[src/rtl/fetch_stage_pkg.sv]
// ----------------------------------------------------------------------------
// fetch_stage_pkg
// Shared definitions for the instruction-fetch stage: bus widths, the
// stall-vector encoding and the fetch FSM state type.
// ----------------------------------------------------------------------------
package fetch_stage_pkg;

  // Stall vector: bit0 freezes PC/IF, bit1 freezes the IF->ID register.
  localparam int StallBus    = 6;
  // {br_e, br_addr[31:0]}
  localparam int BR_WD       = 33;
  // {ce, pc[31:0]}
  localparam int IF_TO_ID_WD = 33;

  localparam logic Stop   = 1'b1;
  localparam logic NoStop = 1'b0;

  typedef enum logic [1:0] {
    ST_RESET = 2'd0,
    ST_RUN   = 2'd1,
    ST_HOLD  = 2'd2
  } fetch_state_e;

endpackage

[src/rtl/fetch_stage_inst_hold_buf.sv]
// ----------------------------------------------------------------------------
// inst_hold_buf
// Keeps the instruction seen by ID stable while the IF->ID register is
// stalled. The SRAM output keeps moving during a stall, so the word present
// on the stalling edge is captured and replayed until the stall releases.
//
// Ports:
//   clk           in   pipeline clock, rising edge
//   rst           in   asynchronous active-high reset
//   i_stall       in   stall[1] (IF->ID register stall, Stop = 1)
//   i_rdata       in   instruction SRAM read data
//   o_fetch_inst  out  instruction presented to the ID decoder
// ----------------------------------------------------------------------------
module inst_hold_buf
  import fetch_stage_pkg::*;
(
  input  logic        clk,
  input  logic        rst,
  input  logic        i_stall,
  input  logic [31:0] i_rdata,
  output logic [31:0] o_fetch_inst
);

  fetch_state_e r_state;
  fetch_state_e w_state_next;
  logic [31:0]  r_hold;
  logic         w_capture;

  always_ff @(posedge clk or posedge rst) begin
    if (rst) begin
      r_state <= ST_RESET;
      r_hold  <= 32'd0;
    end else begin
      r_state <= w_state_next;
      if (w_capture) begin
        r_hold <= i_rdata;
      end
    end
  end

  always_comb begin
    w_state_next = r_state;
    w_capture    = 1'b0;
    o_fetch_inst = i_rdata;
    case (r_state)
      ST_RESET: begin
        o_fetch_inst = 32'd0;
        w_state_next = ST_RUN;
      end
      ST_RUN: begin
        if (i_stall == Stop) begin
          w_capture    = 1'b1;
          w_state_next = ST_HOLD;
        end
      end
      ST_HOLD: begin
        // Release is immediate: the frozen PC means the SRAM word in the
        // first RUN cycle already matches ID's PC.
        o_fetch_inst = r_hold;
        if (i_stall == NoStop) begin
          w_state_next = ST_RUN;
        end
      end
      default: begin
        o_fetch_inst = 32'd0;
        w_state_next = ST_RESET;
      end
    endcase
  end

endmodule

[src/rtl/fetch_stage.sv]
// ----------------------------------------------------------------------------
// fetch_stage
// Instruction-fetch stage of the 5-stage MIPS pipeline. Owns the PC, drives
// the synchronous instruction SRAM, applies branch/jump redirects and hands
// {ce, pc} plus the fetched instruction to ID.
//
// Build option: FETCH_INST_HOLD_EN
//   defined   - inst_hold_buf replays the instruction while stall[1] is held.
//   undefined - fetch_inst follows the SRAM directly after reset; ID must
//               buffer the instruction itself.
//
// Ports:
//   clk              in   pipeline clock, rising edge
//   rst              in   asynchronous active-high reset
//   stall            in   stall vector (bit0 PC/IF, bit1 IF->ID)
//   br_bus           in   {br_e, br_addr}
//   if_to_id_bus     out  {ce, pc}
//   inst_sram_en     out  SRAM read enable
//   inst_sram_wen    out  SRAM byte write enables (always 0)
//   inst_sram_addr   out  fetch address
//   inst_sram_wdata  out  SRAM write data (always 0)
//   inst_sram_rdata  in   SRAM read data, one cycle after the address
//   fetch_inst       out  instruction presented to ID's decoder
// ----------------------------------------------------------------------------
module fetch_stage
  import fetch_stage_pkg::*;
#(
  parameter logic [31:0] RESET_PC = 32'hBFBF_FFFC
) (
  input  logic                   clk,
  input  logic                   rst,
  input  logic [StallBus-1:0]    stall,
  input  logic [BR_WD-1:0]       br_bus,
  output logic [IF_TO_ID_WD-1:0] if_to_id_bus,
  output logic                   inst_sram_en,
  output logic [3:0]             inst_sram_wen,
  output logic [31:0]            inst_sram_addr,
  output logic [31:0]            inst_sram_wdata,
  input  logic [31:0]            inst_sram_rdata,
  output logic [31:0]            fetch_inst
);

  logic [31:0] r_pc;
  logic        r_ce;
  logic        w_br_e;
  logic [31:0] w_br_addr;
  logic [31:0] w_next_pc;

  assign w_br_e    = br_bus[32];
  assign w_br_addr = br_bus[31:0];
  // 32-bit add wraps naturally at 2^32.
  assign w_next_pc = w_br_e ? w_br_addr : (r_pc + 32'd4);

  // A PC stall also masks br_bus; ID holds it stable so the redirect is
  // taken on the first unstalled edge.
  always_ff @(posedge clk or posedge rst) begin
    if (rst) begin
      r_pc <= RESET_PC;
      r_ce <= 1'b0;
    end else if (stall[0] == NoStop) begin
      r_pc <= w_next_pc;
      r_ce <= 1'b1;
    end
  end

  assign inst_sram_en    = r_ce;
  assign inst_sram_wen   = 4'b0000;
  assign inst_sram_addr  = r_pc;
  assign inst_sram_wdata = 32'd0;
  assign if_to_id_bus    = {r_ce, r_pc};

`ifdef FETCH_INST_HOLD_EN
  // Stall bits above the IF->ID register belong to later stages.
  logic w_stall_unused;
  assign w_stall_unused = ^stall[StallBus-1:2];

  inst_hold_buf u_inst_hold_buf (
    .clk          (clk),
    .rst          (rst),
    .i_stall      (stall[1]),
    .i_rdata      (inst_sram_rdata),
    .o_fetch_inst (fetch_inst)
  );
`else
  // Without the hold buffer the IF->ID stall does not affect this stage.
  logic w_stall_unused;
  assign w_stall_unused = ^stall[StallBus-1:1];

  fetch_state_e r_state;
  fetch_state_e w_state_next;

  always_ff @(posedge clk or posedge rst) begin
    if (rst) begin
      r_state <= ST_RESET;
    end else begin
      r_state <= w_state_next;
    end
  end

  always_comb begin
    w_state_next = r_state;
    fetch_inst   = inst_sram_rdata;
    case (r_state)
      ST_RESET: begin
        fetch_inst   = 32'd0;
        w_state_next = ST_RUN;
      end
      ST_RUN: begin
        w_state_next = ST_RUN;
      end
      default: begin
        fetch_inst   = 32'd0;
        w_state_next = ST_RESET;
      end
    endcase
  end
`endif

endmodule

[config.mk]
export PLATFORM = sky130hd
export DESIGN_NAME = fetch_stage
export DESIGN_NICKNAME = d
export VERILOG_FILES = /design/src/rtl/fetch_stage_pkg.sv /design/src/rtl/fetch_stage_inst_hold_buf.sv /design/src/rtl/fetch_stage.sv
export SDC_FILE = /design/constraint.sdc
export NUM_CORES = 1
export LEC_CHECK = 0
export CAP_MARGIN = 15
export CORE_MARGIN = 3
export CORE_UTILIZATION = 32
export CTS_CLUSTER_SIZE = 40
export DETAILED_ROUTE_END_ITERATION = 10
export PLACE_DENSITY = 0.86
export SYNTH_ARGS = -nofsm -noshare
export SYNTH_HDL_FRONTEND = slang
export SYNTH_SLANG_ARGS = --single-unit
[constraint.sdc]
create_clock -name clk -period 1.8 [get_ports clk]
set_input_delay 0.45 -clock clk [delete_from_list [all_inputs] [get_ports clk]]
set_output_delay 0.45 -clock clk [all_outputs]
set_load 0.01 [all_outputs]
==> flow_summary.toml <==
[status]
status = "complete, but fails checks"
violations = "setup timing"

[sta]
skew_ps = 5.40
fin_crit_sh_pct = 104
fmax_mhz = 533
final_hold_viol_count = 0
setup_violations = 3
period_needed_ps = 1880
rsz0062_at_grt = "yes"
whs_ps = 521
slew_violations = 0
fin_ws_ps = -76.7

[global_routing]
grt_pass1_vias = 3186
grt_first_pass_wirelength_um = 15500
grt_overflow = 0
grt_max_degree = 35
grt_antenna_before_repair = 0
grt_use_total_pct = 18.5

[detailed_routing]
via_count = 3216
wl_met2_um = 5430
highest-signal-layer = "met4"
first_iter_violations = 235
m1WireLength_um = 3940
post_drt_via_cell_ratio = 4.90
routed-wl-met3_um = 770
drc_errors = 0
post_drt_wl_per_cell_um = 15.6
firstDrtPassIters = 5
antenna_left = 0
wl_um = 10300

[pwr]
internal-power_w = 0.00196
finalPower_w = 0.00306
p_seq_share_pct = 34.9
vdd_drop_max_v = 0.000391
p_comb_share_pct = 45.6
p_leak_nw = 2.24
power.clock.fraction_pct = 19.5
p_switching_w = 0.00109
power_density_mw_per_mm2 = 620
p_sw_share_pct = 35.8

[worst_setup_path]
arrival_ps = 2100
crit_buf_inv = 1
worstPathRequired_ps = 2020
path_cells = "buf_4, nand2_1, nor4_4, nand3_2, or4_1, nand3_1"
cpPeakStageDelay_ps = 560
startpoint_type = "register"
crit_slowest_cell = "dfstp_2"
crit_cells = 6
reg2reg_depth = 6
crit_type = "reg2reg"
cp_top_family = "simple AND/OR/NAND/NOR gates"
crit_path_end_kind = "register"
crit_fanout = 4

[synth]
yosysSeqAreaShare_pct = 30.3
synth.top_cell.area_share_pct = 25.2
ys_seq_elements = 34
async_flop_share_pct = 100
avgSynthCellArea_um2 = 8.25
synth_area_mm2 = 0.00292
synth_cells = 354
synth_ff_type = "dfstp_2"
yosys_warnings = 0
synth_area_leader_cell = "dfstp_2"
synth_edf_count = 0
synthTopCellsByArea = "dfstp_2 25%, buf_4 18%, and2_1 6.9%"
synth.distinct_cells = 59

[clocking]
clk_latency_ps = 290
cts_root_buf = "clkbuf_8"
path_clk_slew_ps = 70
htreeDepth = 2
cts_sinks = 34
cts_tree = "done"
cts_buffer_depth = 2
cts_buffers = 5
hold_buffers = 0

[floorplanning]
dieWidth_um = 102
initial_core_util_pct = 33.1
die_y_um = 102
rows = 34
core-area_mm2 = 0.00881
ioPinCount = 207
dieArea_mm2 = 0.0103

[hold_path]
hold_class = "in2async"

[placement]
preCtsSetupSlack_ps = -240
dp_hpwl_um = 7890
dpl_cell_area_mm2 = 0.00470
portBuffers = 165
place_congestion = 0.927

[job]
drv_cap = 0

[cells_and_area]
final_area_mm2 = 0.00493
area_growth_pct = 68.9
layout_common_cells = "84 x dlygate4sd2_1, 77 x clkdlybuf4s50_1, 65 x buf_4"
layout-drive-gt1-share_pct = 26.5
fin_nets = 621
n_antenna_cell = 0
mostFrequentLayoutCell = "dlygate4sd2_1"
repair_timing:
action,in CTS,in global routing
setup endpoints to repair,99,23
gates cloned,0,0
pin swaps,11,10
buffers inserted,7,4
gates resized for setup,102,29
synthesized netlist by cell type, types with 6 or more instances:
| library cell | number |
|---|---|
| buf_4 | 70 |
| and2_1 | 32 |
| nor2_1 | 32 |
| dfstp_2 | 28 |
| nand2_1 | 24 |
| o21ai_0 | 19 |
| a22oi_1 | 12 |
| inv_1 | 12 |
| nand3_1 | 12 |
| nand4_1 | 12 |
| clkbuf_1 | 11 |
| nor3_1 | 10 |
| a21oi_1 | 6 |
| dfrtp_1 | 6 |
registers in the layout (all words and copies together) (netlist names):
signal and flops:
inst_sram_addr 32, r_state 1, inst_sram_en 1
power by group through the flow:
stage                     registers, W  logic (W)  clock network [W]
after floorplan                0.00116   0.000653                  0
after global placement         0.00107    0.00142                  0
after detailed placement       0.00108    0.00145                  0
after CTS                      0.00106    0.00135           0.000607
after global routing           0.00109    0.00151           0.000648
final                          0.00107    0.00140           0.000595
metal layers:
layer,vias to the layer above,GRT usage (%)
met3,15,3.93
met4,0,3.37
met1,1510,23.0
met5,-,0
met2,163,33.1
li1,1528,-
worst reg2reg max path, delay by kind of cell, from the launching register on:
kind	cells	cell delay [ps]
DFF	1	560
buffers and inverters	1	140
and+or+nand+nor	5	1110
stage by stage:
stage          util (%)  setup TNS, ps  instances
2_1_floorplan         -          -2.83        389
3_3_place_gp       53.4          -7880        637
3_5_place_dp       53.4          -8640        637
4_1_cts            54.5          -57.7        652
5_1_grt            56.0           -852        656
6_report           56.0           -112        656
cell type report:
| type | instances | area (um^2) |
|---|---|---|
| tap | 108 | 135 |
| multi-input combinational | 257 | 1660 |
| fill | 822 | 3880 |
| sequential | 34 | 887 |
| clock buffer | 7 | 86.3 |
| timing repair buffer | 236 | 2110 |
| inverter | 13 | 48.8 |
| clock inverter | 1 | 5.00 |
worst paths after layout:
check | start | to | slack (ps)
worst max-delay path | inst_sram_addr[13]$_DFFE_PP1N_ | inst_sram_addr[16]$_DFFE_PP1N_ | -80
worst min-delay path | rst | inst_sram_addr[30]$_DFFE_PP0N_ | 520
worst max register to register | inst_sram_addr[13]$_DFFE_PP1N_ | inst_sram_addr[16]$_DFFE_PP1N_ | -80
worst min register to register | inst_sram_en$_DFFE_PP0N_ | inst_sram_en$_DFFE_PP0N_ | 520
max in group asynchronous | rst | inst_sram_addr[23]$_DFFE_PP1N_ | 1030
min in group clk | inst_sram_en$_DFFE_PP0N_ | inst_sram_en$_DFFE_PP0N_ | 520
cells by family after synthesis:
group / Yosys count / share of synthesized area [%]
muxes: 4 / 1.41
AOI/OAI and AO/OA: 69 / 16.4
buffers and inverters: 98 / 22.6
other: 2 / 0.257
and+or+nand+nor: 146 / 28.5
adders and majority gates: 1 / 0.429
DFF: 34 / 30.3
(Power assumes the default switching activity.)
